==> src/rtl/sched_pkg.sv <==
// Shared types and defaults for the matrix-multiply core scheduler.
package sched_pkg;
  localparam int NUM_CORES_DEF = 4;
  localparam int CNT_W_DEF     = 16;

  typedef enum logic {IDLE, RUN} topState_e;
  typedef enum logic [2:0] {OFF, PEND, LAUNCH, GUARD, ACTIVE, FIN} slotState_e;
endpackage

==> src/rtl/core_slot.sv <==
// Per-core launch/completion tracker: waits for ready, issues one start
// pulse, then waits for done with a two-cycle blind window after the launch.
module core_slot
  import sched_pkg::*;
(
  input  logic clk,
  input  logic rst,
  input  logic arm,
  input  logic clear,
  input  logic coreReady,
  input  logic coreDone,
  output logic coreStart,
  output logic finished
);

  slotState_e state;

  always_ff @(posedge clk or posedge rst) begin
    if (rst) begin
      state     <= OFF;
      coreStart <= 1'b0;
      finished  <= 1'b0;
    end else begin
      coreStart <= 1'b0;
      if (clear) begin
        state    <= OFF;
        finished <= 1'b0;
      end else begin
        case (state)
          OFF:    if (arm) state <= PEND;
          PEND:   if (coreReady) begin
                    state     <= LAUNCH;
                    coreStart <= 1'b1;
                  end
          // LAUNCH and GUARD skip coreDone so a level left over from the
          // previous job cannot complete this one.
          LAUNCH: state <= GUARD;
          GUARD:  state <= ACTIVE;
          ACTIVE: if (coreDone) begin
                    state    <= FIN;
                    finished <= 1'b1;
                  end
          FIN:    state <= FIN;
          default: begin
            state    <= OFF;
            finished <= 1'b0;
          end
        endcase
      end
    end
  end

endmodule

==> src/rtl/core_scheduler.sv <==
// Launches a job on the selected cores, waits for all of them to finish,
// and reports the run length in cycles (saturating).
module core_scheduler
  import sched_pkg::*;
#(
  parameter int NUM_CORES = NUM_CORES_DEF,
  parameter int CNT_W     = CNT_W_DEF
) (
  input  logic                 clk,
  input  logic                 rst,
  input  logic                 start,
  input  logic [NUM_CORES-1:0] coreMask,
  input  logic [NUM_CORES-1:0] coreReady,
  input  logic [NUM_CORES-1:0] coreDone,
  output logic [NUM_CORES-1:0] coreStart,
  output logic                 ready,
  output logic                 busy,
  output logic                 done,
  output logic [CNT_W-1:0]     cycleCount
);

  topState_e            state;
  logic [NUM_CORES-1:0] maskQ;
  logic [NUM_CORES-1:0] finished;
  logic [NUM_CORES-1:0] arm;
  logic                 accept;
  logic                 allFin;
  logic                 clear;

  assign accept = (state == IDLE) && start;
  assign arm    = {NUM_CORES{accept}} & coreMask;
  // Unmasked slots never finish, so they count as finished here.
  assign allFin = &(finished | ~maskQ);
  assign clear  = (state == RUN) && allFin;

  for (genvar i = 0; i < NUM_CORES; i++) begin : gSlot
    core_slot uSlot (
      .clk       (clk),
      .rst       (rst),
      .arm       (arm[i]),
      .clear     (clear),
      .coreReady (coreReady[i]),
      .coreDone  (coreDone[i]),
      .coreStart (coreStart[i]),
      .finished  (finished[i])
    );
  end

  always_ff @(posedge clk or posedge rst) begin
    if (rst) begin
      state      <= IDLE;
      maskQ      <= '0;
      ready      <= 1'b1;
      busy       <= 1'b0;
      done       <= 1'b0;
      cycleCount <= '0;
    end else begin
      case (state)
        IDLE: if (start) begin
                state      <= RUN;
                maskQ      <= coreMask;
                ready      <= 1'b0;
                busy       <= 1'b1;
                done       <= 1'b0;
                cycleCount <= '0;
              end
        RUN: begin
          if (cycleCount != '1) cycleCount <= cycleCount + CNT_W'(1);
          if (allFin) begin
            state <= IDLE;
            ready <= 1'b1;
            busy  <= 1'b0;
            done  <= 1'b1;
          end
        end
        default: state <= IDLE;
      endcase
    end
  end

endmodule

==> config.mk <==
export PLATFORM = sky130hd
export DESIGN_NAME = core_scheduler
export DESIGN_NICKNAME = d
export VERILOG_FILES = /design/src/rtl/sched_pkg.sv /design/src/rtl/core_slot.sv /design/src/rtl/core_scheduler.sv
export SDC_FILE = /design/constraint.sdc
export NUM_CORES = 1
export LEC_CHECK = 0
export CORE_MARGIN = 2
export CORE_UTILIZATION = 25
export DETAILED_ROUTE_END_ITERATION = 8
export PLACE_DENSITY = 0.41
export REMOVE_ABC_BUFFERS = 1
export SLEW_MARGIN = 10
export SYNTH_ARGS = -nofsm -noshare
export SYNTH_HDL_FRONTEND = slang
export SYNTH_HIERARCHICAL = 1
export SYNTH_SLANG_ARGS = --single-unit
==> constraint.sdc <==
create_clock -name clk -period 2.1 [get_ports clk]
set_clock_uncertainty 0.1 [all_clocks]
set_input_delay 0.525 -clock clk [delete_from_list [all_inputs] [get_ports clk]]
set_output_delay 0.525 -clock clk [all_outputs]
set_load 0.02 [all_outputs]
### Word level (Yosys, flattened, before mapping)

Index checks and enable logic that the tools add are counted.

* bits in registers: 44
* input bits: 15
* output and inout port bits: 23

* add/subtract/negate cells: 1
* equality and inequality tests: 40
* mux-type cells: 56
* bitwise logic cells: 4
* reductions and logical operators: 22

Operators by type and width (number)
* $pmux W3 S6: 4
* $mux W3: 16
* $ne A3 B3 Y1 const B: 12
* $mux W16: 2
* $pmux W16 S2: 1
* $mux W1: 26
* $eq A3 B2 Y1 const B: 8
* $eq A3 B3 Y1 const B: 8
* $reduce_or A5 Y1: 4
* $add A16 B1 Y16 const B: 1
* $ne A16 B16 Y1 const B: 1
* $pmux W1 S2: 7
* $reduce_and A2 Y1: 7
* $eq A3 B1 Y1 const B: 4
* $logic_not A3 Y1: 4
* $ne A2 B1 Y1 const B: 6
* $reduce_and A3 Y1: 4
* $and A4 B4 Y4: 1
* $not A4 Y4: 1
* $or A4 B4 Y4: 1
* $reduce_and A4 Y1: 1
* $logic_and A1 B1 Y1: 2
* $ne A2 B2 Y1 const B: 1
* $not A1 Y1: 1

### Depth between registers and ports, before layout

* depth in word-level cells: 6
* gate-level depth with buffers: 6
* depth with buffers taken out: 6

### Modules after synthesis

The synthesis kept the hierarchy.

By module, submodules not included
* core_scheduler: instances 1, cells an instance 147, area an instance 1457.6 sq um
* core_slot: instances 4, cells an instance 24, area an instance 247.7 sq um

### Worst setup path before layout

OpenSTA, ideal clock, no wires.

* path kind: flip-flop to flip-flop
* from: register cycleCount[0]
* to: register cycleCount[9]
* library setup time: 0.087 ns
* arrival: 1.848 ns
* required time: 1.913 ns
* setup slack: 0.066 ns
* stages on the path, launching flop included: 7
* path buffers: 1
* period minus slack after synthesis: 2.034 ns
* cell sequence: dfrtp_1 > ha_1 > and4_1 > buf_2 > a41oi_4 > or4b_1 > o211ai_1

* word-level cells in the longest chain between the ends: 3

RTL lines
* start: declaration: line core_scheduler.sv:19 `output logic [CNT_W-1:0] cycleCount`
* start signal: assignment: line core_scheduler.sv:68 `if (cycleCount != '1) cycleCount <= cycleCount + CNT_W'(1);`
* $add A16 B1 Y16 or $ne A16 B16 Y1 (tied branches): line core_scheduler.sv:68
* $mux W16 or $ne A2 B1 Y1 (tied branches)
* $pmux W16 S2 or $reduce_and A2 Y1 (tied branches)

Parallel ways exist; a longest one is shown, timed or not. The select of a mux whose other input is x is not followed.
A chain may end at the register's enable or synchronous reset.

### Worst setup path in the final report

* from: register ready
* to: output ready

RTL lines
* start: declaration: line core_scheduler.sv:16 `output logic ready,`
* start signal: assignment: line core_scheduler.sv:53 `ready <= 1'b1;`
* start signal: assignment: line core_scheduler.sv:62 `ready <= 1'b0;`
* start signal: assignment: line core_scheduler.sv:71 `ready <= 1'b1;`

No word-level cell between the ends.

==> results.sh <==
export IMPL_clock_latency_ns=0.29
export IMPL_fin_crit_ns=2.05
export IMPL_htree_levels=2
export IMPL_r2r_setup_slack_ns=0.14
export IMPL_slew_viol_final=0
export IMPL_yosys_warnings=6
export IMPL_cts_root_buf="clkbuf_8"
export IMPL_drtPass1Iterations=4
export IMPL_ant_nets=0
export IMPL_setup_tns_ns=0
export IMPL_cts_tree="built"
export IMPL_start_kind="register"
export IMPL_cts_buffers=5
export IMPL_drc_errors=0
export IMPL_critPathCaptureType="primary output"
export IMPL_dieArea_mm2=0.0106
export IMPL_layout_cells_most_common_list="39 x dfrtp_1, 28 x clkdlybuf4s50_1, 21 x nand2_1"
export IMPL_fin_area_mm2=0.00309
export IMPL_p_leak_nw=1.39
export IMPL_rows=36
export IMPL_synthMuxAreaShare=0.0204
export IMPL_post_drt_wl_per_cell_um=14.7
export IMPL_grt_pass1_vias=1958
export IMPL_synthDistinctLibCells=53
export IMPL_async_reset_ff_frac=1.00
export IMPL_path_class="register to primary output"
export IMPL_cts_hold_buf=0
export IMPL_synth_edf_count=0
export IMPL_io_pins=38
export IMPL_cp_cell_sequence="clkdlybuf4s50_1"
export IMPL_postPlaceCellArea_mm2=0.00298
export IMPL_hold_viol_final=0
export IMPL_drive_gt1_frac=0.143
export IMPL_cp_top_family="buffers and inverters"
export IMPL_grt_max_degree=25
export IMPL_synth_seq_cells=44
export IMPL_die_h_um=103
export IMPL_crit_slowest_cell="clkdlybuf4s50_1"
export IMPL_power_mw=3.67
export IMPL_seq_area_mm2=0.00111
export IMPL_dpl_hpwl_um=4450
export IMPL_wl_um=6150
export IMPL_area_growth_pct=26.2
export IMPL_synth_seq_area_share=0.450
export IMPL_rsz0062_at_grt="false"
export IMPL_synth_ff_type="dfrtp_1"
export IMPL_clk_pin_slew_ns=0.09
export IMPL_maxCapViolCount=0
export IMPL_rr_worst_depth=5
export IMPL_rr_endpoint="cycleCount[9]"
export IMPL_status="finished clean"
export IMPL_nets=301
export IMPL_yosys_area_share_xor_xnor=0.0215
export IMPL_synth_adder_area_share=0.00511
export IMPL_fp_dieW_um=103
export IMPL_antenna_cells=0
export IMPL_peakVddDrop_mv=0.387
export IMPL_reg2reg_from="cycleCount[0]"
export IMPL_slew_headroom=0.673
export IMPL_final_common_cell="dfrtp_1"
export IMPL_num_fill_cells=1050
export IMPL_cts_sinks=44
export IMPL_grt_pass1_wl_um=10100
export IMPL_drt_iter0_markers=109
export IMPL_crit_cells=1
export IMPL_synth_compound_area_frac=0.194
export IMPL_io_buffers=37
export IMPL_max_freq_mhz=488
export IMPL_grtUsageTotal=0.123
export IMPL_crit_start="ready"
export IMPL_antenna_found_initial=0
export IMPL_hold_path_class="register to register"
export IMPL_critPathMaxStageDelay_ns=0.59
export IMPL_postCtsSetupBuffers=0
export IMPL_path_max_fanout=2
export IMPL_finalSetupViolations=0
export IMPL_synth_top_family_by_area="simple AND/OR/NAND/NOR gates"
export IMPL_viasPerCell=4.79
export IMPL_crit_buf_inv=1
export IMPL_synth_area_leaders="dfrtp_1 44%, nand2_1 3.2%, a31oi_1 3.1%, inv_1 2.6%, nand2b_1 2.3%"
export IMPL_synth_simple_area_share=0.240
export IMPL_grt_overflow=0
export IMPL_crit_required_ns=1.47
export IMPL_initial_core_util=0.254
export IMPL_tightest_slew_ns=0.490
export IMPL_crit_end="ready"
export IMPL_clock_path_buffers=2
export IMPL_core_area_mm2=0.00964
export IMPL_netlist_area_leader_share=0.439
export IMPL_crit_arrival_ns=1.42
export IMPL_synthesis_area_mm2=0.00245
export IMPL_p_per_area_mw_per_mm2=1190
export IMPL_yosysTopAreaCell="dfrtp_1"
export IMPL_synthCells=243
export IMPL_multi_input_area_mm2=0.00118
export IMPL_avgSynthCellArea_um2=10.1
export IMPL_period_share=0.975
export IMPL_num_vias=2008
export IMPL_gp_congestion=0.748
-- worst register-to-register path, delay by kind of cell (launching register included) --
kind                     cells  cell delay, ns
AND/OR/NAND/NOR              2            0.75
AO/OA/AOI/OAI                2            0.38
flip-flops                   1            0.42
adder cells (fa/ha/maj)      1            0.24
-- worst min-delay path by stage --
stage          startpoint                  endpoint  slack [ns]  cells after the start
2_1_floorplan         rst  gSlot[0].uSlot/coreStart        0.20                      1
3_3_place_gp        ready                     ready        0.35                      2
3_5_place_dp        ready                     ready        0.35                      2
4_1_cts             ready                     ready        0.36                      2
5_1_grt             ready                     ready        0.39                      2
6_report            ready                     ready        0.36                      2
-- area by class of cell --
type / count / share of cell area
clock buffers: 6 / 0.0267
inverters: 18 / 0.0219
multi-input cells: 168 / 0.382
clock inverters: 2 / 0.00324
well taps: 133 / 0.0538
flip-flops and latches: 44 / 0.358
repair buffers: 48 / 0.154
-- repair_timing --
item | in CTS | in global routing
setup endpoints to repair | 4 | 13
endpoints found under the hold margin | 0 | 0
resized for setup | 5 | 10
-- sequential cells by signal, summed over array words and instances (netlist names) --
register / flops
busy: 1
cycleCount: 16
done: 1
gSlot.uSlot/coreStart: 4
gSlot.uSlot/finished: 4
gSlot.uSlot/state: 12
maskQ: 4
ready: 1
state: 1
-- power by group --
group	switching [mW]	total (mW)	internal, mW
Combinational	0.821	1.61	0.788
Clock	0.304	0.568	0.263
Sequential	0.344	1.49	1.15
-- cell families after synthesis --
family / Yosys count
adder cells (fa/ha/maj): 1
AND/OR/NAND/NOR: 92
buffers and inverters: 31
XOR/XNOR: 6
AO/OA/AOI/OAI: 64
multiplexers: 5
flip-flops: 44
-- cells in the mapped netlist, types with 2 or more instances --
cell	number
a211oi_1	4
a21o_1	7
a21oi_1	10
a311o_1	2
a31o_1	4
a31oi_1	12
and3_1	8
and4_1	2
buf_6	3
clkbuf_1	6
clkbuf_8	3
dfrtp_1	43
inv_1	17
mux2i_1	5
nand2_1	21
nand2b_1	9
nand3_1	5
nand3_2	2
nand3b_1	4
nand4_1	3
nand4_2	2
nor2_1	11
nor3b_2	4
nor4_1	6
nor4b_1	5
o211ai_1	3
o21ai_0	6
o21ai_1	3
o22ai_1	2
o41ai_1	2
or3_1	3
xnor2_1	5
-- metrics by stage --
step	instances	worst slack, ns	hold WS (ns)	utilization
floorplan	230	0.114	0.204	-
global placement	411	0.116	0.350	0.309
detailed placement	411	0.0834	0.350	0.309
CTS	419	0.00400	0.364	0.318
global route	419	0.000849	0.391	0.321
finish	419	0.0518	0.362	0.321
-- layer usage --
metal  wire length [um]  vias to the layer above  GRT usage
met3                235                        2     0.0271
met5                  0                        -          0
met4                 24                        0     0.0273
met1               3020                      986      0.169
li1                   -                      988          -
met2               2880                       32      0.197
Power figures use the tool's default switching activity.
